`config.mk`:
```
export PLATFORM = sky130hd
export DESIGN_NAME = reset_release_sequencer
export DESIGN_NICKNAME = d
export VERILOG_FILES = /design/src/rtl/eth_rst_pkg.sv /design/src/rtl/sync_2ff.sv /design/src/rtl/reset_release_sequencer.sv
export SDC_FILE = /design/constraint.sdc
export NUM_CORES = 1
export LEC_CHECK = 0
export CORE_MARGIN = 1
export CORE_UTILIZATION = 30
export CTS_CLUSTER_DIAMETER = 30
export CTS_CLUSTER_SIZE = 24
export DETAILED_ROUTE_END_ITERATION = 6
export GPL_TIMING_DRIVEN = 0
export PLACE_DENSITY = 0.55
export SYNTH_ARGS = -nofsm -noshare
export SYNTH_HDL_FRONTEND = slang
export SYNTH_SLANG_ARGS = --single-unit
```
`constraint.sdc`:
```
create_clock -name i_clk -period 5.2 [get_ports i_clk]
set_input_delay 0.78 -clock i_clk [delete_from_list [all_inputs] [get_ports i_clk]]
set_output_delay 0.78 -clock i_clk [all_outputs]
set_load 0.01 [all_outputs]
```
`src/rtl/eth_rst_pkg.sv`:
```
// Shared definitions for the Ethernet reset-release sequencer: state encoding,
// timing defaults and the per-state output decode.
package eth_rst_pkg;

  localparam int unsigned CNT_W            = 24;
  localparam int unsigned STAGE_DELAY_DEF  = 16;
  localparam int unsigned LOCK_TIMEOUT_DEF = 1000000;

  typedef enum logic [2:0] {
    ST_HOLD      = 3'd0,
    ST_WAIT_INIT = 3'd1,
    ST_REL_PMA   = 3'd2,
    ST_REL_PCS   = 3'd3,
    ST_WAIT_LOCK = 3'd4,
    ST_REL_MAC   = 3'd5,
    ST_READY     = 3'd6,
    ST_FAULT     = 3'd7
  } state_e;

  typedef struct packed {
    logic pma_reset;
    logic pcs_reset;
    logic mac_reset;
    logic link_ready;
    logic init_error;
  } outs_t;

  // Output levels held while resident in a given state.
  function automatic outs_t state_outputs(input state_e st);
    outs_t o;
    o = '{pma_reset: 1'b1, pcs_reset: 1'b1, mac_reset: 1'b1,
          link_ready: 1'b0, init_error: 1'b0};
    case (st)
      ST_REL_PMA:   o.pma_reset = 1'b0;
      ST_REL_PCS,
      ST_WAIT_LOCK: begin
        o.pma_reset = 1'b0;
        o.pcs_reset = 1'b0;
      end
      ST_REL_MAC: begin
        o.pma_reset = 1'b0;
        o.pcs_reset = 1'b0;
        o.mac_reset = 1'b0;
      end
      ST_READY: begin
        o.pma_reset  = 1'b0;
        o.pcs_reset  = 1'b0;
        o.mac_reset  = 1'b0;
        o.link_ready = 1'b1;
      end
      ST_FAULT:     o.init_error = 1'b1;
      default:      ;
    endcase
    return o;
  endfunction

endpackage

```
`src/rtl/sync_2ff.sv`:
```
// Single-bit two-flop synchronizer with synchronous active-low reset to 0.
module sync_2ff (
  input  logic i_clk,
  input  logic i_rst_n,
  input  logic i_d,
  output logic o_q
);

  logic meta_q, meta_d;
  logic sync_q, sync_d;

  always_comb begin
    meta_d = i_d;
    sync_d = meta_q;
  end

  always_ff @(posedge i_clk) begin
    if (!i_rst_n) begin
      meta_q <= 1'b0;
      sync_q <= 1'b0;
    end else begin
      meta_q <= meta_d;
      sync_q <= sync_d;
    end
  end

  assign o_q = sync_q;

endmodule

```
`src/rtl/reset_release_sequencer.sv`:
```
// Staged PMA -> PCS -> MAC reset release for a 64b/66b link, gated by init
// completion, PLL lock and PCS block lock, with a sticky fault state.
module reset_release_sequencer
  import eth_rst_pkg::*;
#(
  parameter int unsigned STAGE_DELAY  = STAGE_DELAY_DEF,
  parameter int unsigned LOCK_TIMEOUT = LOCK_TIMEOUT_DEF
) (
  input  logic       i_clk,
  input  logic       i_rst_n,
  input  logic       i_reset_req,
  input  logic       i_await_init,
  input  logic       i_pll_locked,
  input  logic       i_block_lock,
  output logic       o_pma_reset,
  output logic       o_pcs_reset,
  output logic       o_mac_reset,
  output logic       o_link_ready,
  output logic       o_init_error,
  output logic [2:0] o_state
);

  localparam logic [CNT_W-1:0] STAGE_LAST = CNT_W'(STAGE_DELAY - 1);
  localparam logic [CNT_W-1:0] LOCK_LAST  = CNT_W'(LOCK_TIMEOUT - 1);

  logic req_s, await_s, pll_s, lock_s;

  sync_2ff u_sync_req   (.i_clk(i_clk), .i_rst_n(i_rst_n), .i_d(i_reset_req),  .o_q(req_s));
  sync_2ff u_sync_await (.i_clk(i_clk), .i_rst_n(i_rst_n), .i_d(i_await_init), .o_q(await_s));
  sync_2ff u_sync_pll   (.i_clk(i_clk), .i_rst_n(i_rst_n), .i_d(i_pll_locked), .o_q(pll_s));
  sync_2ff u_sync_lock  (.i_clk(i_clk), .i_rst_n(i_rst_n), .i_d(i_block_lock), .o_q(lock_s));

  state_e           state_q, state_d;
  logic [CNT_W-1:0] cnt_q, cnt_d;
  logic             seen_q, seen_d;
  outs_t            out_q, out_d;

  always_comb begin
    state_d = state_q;
    seen_d  = seen_q;

    case (state_q)
      ST_HOLD:      if (!req_s) state_d = ST_WAIT_INIT;
      ST_WAIT_INIT: begin
        if (await_s) seen_d = 1'b1;
        if (seen_q && !await_s && pll_s) state_d = ST_REL_PMA;
      end
      ST_REL_PMA:   if (cnt_q == STAGE_LAST) state_d = ST_REL_PCS;
      ST_REL_PCS:   if (cnt_q == STAGE_LAST) state_d = ST_WAIT_LOCK;
      ST_WAIT_LOCK: begin
        if (lock_s)                  state_d = ST_REL_MAC;
        else if (cnt_q == LOCK_LAST) state_d = ST_FAULT;
      end
      ST_REL_MAC:   if (cnt_q == STAGE_LAST) state_d = ST_READY;
      ST_READY:     if (!lock_s) state_d = ST_WAIT_LOCK;
      ST_FAULT:     ;
      default:      state_d = ST_HOLD;
    endcase

    // Overrides in ascending priority: PLL loss while releasing/up, then reset request.
    if (!pll_s && (state_q inside {ST_REL_PMA, ST_REL_PCS, ST_WAIT_LOCK,
                                   ST_REL_MAC, ST_READY}))
      state_d = ST_FAULT;
    if (req_s) begin
      state_d = ST_HOLD;
      seen_d  = 1'b0;
    end

    // Counter restarts on every state entry and saturates rather than wrapping.
    if (req_s || (state_d != state_q)) cnt_d = '0;
    else if (cnt_q == '1)              cnt_d = cnt_q;
    else                               cnt_d = cnt_q + CNT_W'(1);

    out_d = state_outputs(state_d);
  end

  always_ff @(posedge i_clk) begin
    if (!i_rst_n) begin
      state_q <= ST_HOLD;
      cnt_q   <= '0;
      seen_q  <= 1'b0;
      out_q   <= state_outputs(ST_HOLD);
    end else begin
      state_q <= state_d;
      cnt_q   <= cnt_d;
      seen_q  <= seen_d;
      out_q   <= out_d;
    end
  end

  assign o_pma_reset  = out_q.pma_reset;
  assign o_pcs_reset  = out_q.pcs_reset;
  assign o_mac_reset  = out_q.mac_reset;
  assign o_link_ready = out_q.link_ready;
  assign o_init_error = out_q.init_error;
  assign o_state      = state_q;

endmodule

```
==> reports/metrics.cfg <==
[run_status]
status = complete, no violations

[power]
max-vdd-ir-drop_uv = 127
p_leak_uw = 0.000749
p_per_area_nw_per_um2 = 288

[die]
die_w_um = 82.2
rows = 28
start_util_pct = 31.8
ios = 14
dieArea_um2 = 6760
die_h_um = 82.2
core_um2 = 6060

[worst_setup_path]
required_ns = 5.39
cp.buffers_inverters = 1
slowest_delay_ns = 0.57
crit_fanout = 10
critPathLaunchType = flip-flop
path_cells = or4_4 > nor3_4 > nand2_2 > o21ai_0 > nand2_1 > nand4_1 > buf_4 > nor2_1
cp_data_arrival_time_ns = 2.57
crit_type = reg -> reg
cp_slowest_cell = or4_4
endpoint_kind = flip-flop
cp_top_family = simple AND/OR/NAND/NOR gates

[yosys]
synth_area_leaders = dfxtp_1 (43%), xor2_1 (5.9%), nor2_1 (5.8%), xnor2_1 (4.5%), and2_1 (2.6%)
syn_area_um2 = 1930
synth.distinct_cells = 48
ys_ff_latch = 41
synthCells = 213
ys_warn_count = 0
syn_area_per_cell_um2 = 9.06
synth_seq_area_share_pct = 42.5
yosysTopAreaCell = dfxtp_1
async_flop_share_pct = 0
synth_edf_count = 0
syn_nets = 220
synth.top_cell.area_share_pct = 42.5
synth.most_common_cell = dfxtp_1
synth_common_cells = dfxtp_1 (41), nor2_1 (30), xor2_1 (13)
synthFlopType = dfxtp_1

[finish]
fin_cells = 309
drive_gt1_share_pct = 10.3
syn_to_final_growth_pct = 17.6
regMostFlops = cnt_q
largest_reg_flops = 24
final_nets = 240
postLayoutCoreUtil_pct = 37.4
n_antenna_cell = 0

[routing]
postRouteAntennaNets = 0
wirelength_um = 3640
route.detailed.drc = 0
viasPerCell = 5.04
via_count = 1557
drtIter0Drc = 104
wl_per_cell_um = 11.8
firstDrtPassIters = 5

[sta]
min_period_ns = 2.38
finalSetupViolCount = 0
hold_slack_ns = 0.438
tns_ns = 0
fin_skew_ns = 0.00955
rsz0062_at_grt = no
max_slew_margin_pct = 66.3
finalMaxSlewViolations = 0
max_slew.worst_pin.slew_ns = 0.506
finalHoldViolations = 0
fmax_ghz = 0.421
fin_crit_sh_pct = 45.7
worst_slack_ns = 2.82

[global_routing]
track_usage_pct = 12.3
grt_pass1_wl_um = 6360
antenna_found_initial = 0
grt_pass1_vias = 1433
overflow = 0
grt_max_degree = 15

[cts]
clock_sink_count = 41
cts_tree = done
postCtsSetupBuffers = 0
numCtsBuffers = 5
cts_hold_buf = 0
clk_root_buffer_cell = clkbuf_8
cts_max_path_buffers = 2
cts_resized = 0
htreeDepth = 2
clkTransAtPathRegs_ns = 0.09
insertion_delay_ns = 0.30

[place]
hpwl_um = 2640
dp_slack_ns = 2.53
portBuffers = 13
place.gp.congestion = 0.814
placed_cells = 301

[worst_hold_path]
hold_class = reg -> reg

[flow_run]
drv_cap = 0

[per-layer routing]
layer | track usage, % | share of wire [%] | up-vias
met3 | 2.64 | 3.6 | 10
met2 | 19.3 | 43 | 34
met5 | 0 | 0 | -
met4 | 6.84 | 2.7 | 0
li1 | - | - | 792
met1 | 15.7 | 51 | 721
[path summary, 6_finish.rpt]
kind,from,endpoint,slack [ns],depth (start not counted)
worst max-delay path,cnt_q[16],cnt_q[4],2.82,8
worst min-delay path,u_sync_await.meta_q,u_sync_await.o_q,0.44,1
worst max register to register,cnt_q[16],cnt_q[4],2.82,8
worst min register to register,u_sync_await.meta_q,u_sync_await.o_q,0.44,1
[metrics by stage]
| stage | power [uW] | instance area [um2] |
|---|---|---|
| 6_report | 654 | 2270 |
| 5_1_grt | 684 | 2270 |
| 4_1_cts | 665 | 2270 |
| 3_5_place_dp | 402 | 2150 |
| 3_3_place_gp | 401 | 2150 |
| 2_1_floorplan | 378 | 1930 |
[report_power, final]
| part | switching (uW) | total (uW) | internal (uW) |
|---|---|---|---|
| logic | 34.5 | 65.9 | 31.4 |
| registers | 5.42 | 328 | 323 |
| clock network | 117 | 260 | 144 |
[worst register-to-register path, stage by stage, from the launching register on]
cell and delay (ns):
dfxtp_1 0.38, or4_4 0.57, nor3_4 0.27, nand2_2 0.16, o21ai_0 0.26, nand2_1 0.08, nand4_1 0.24, buf_4 0.24
nor2_1 0.07
[cells by family (layout without fill, tap and decap cells)]
group / after synthesis / in the layout / share of synthesized area (%)
buffers and inverters: 13 / 34 / 3.18
muxes: 2 / 2 / 1.04
xor gates and xnor gates: 23 / 23 / 10.4
and+or+nand+nor: 114 / 114 / 34.3
DFF: 41 / 41 / 42.5
adders and majority gates: 1 / 1 / 0.648
AOI/OAI and AO/OA: 19 / 19 / 7.85
[cell usage in the layout, fill, tap and decap left out, types with 2 or more instances in the layout]
cell	instances
dfxtp_1	41
nor2_1	30
xor2_1	13
clkdlybuf4s50_1	13
nand2_1	10
xnor2_1	10
nor3_1	9
nand3_1	9
and2_1	8
nor4_1	7
nand4_1	7
and3_1	5
nor2b_1	5
clkbuf_8	5
buf_2	4
inv_1	4
and4_1	4
nor3b_1	3
a211oi_1	3
a21oi_1	3
nand4b_1	2
o21ai_0	2
nand2b_1	2
clkbuf_1	2
buf_4	2
mux2i_1	2
a311oi_1	2
a31oi_1	2
[layout make-up]
class	count	area (um2)
well taps	75	93.8
multi-input cells	159	1050
plain buffers	9	46.3
flip-flops and latches	41	821
clock inverters	3	46.3
inverters	4	15.0
fillers	640	3790
repair buffers	13	130
clock buffers	5	68.8
Power figures use the tool's default switching activity.
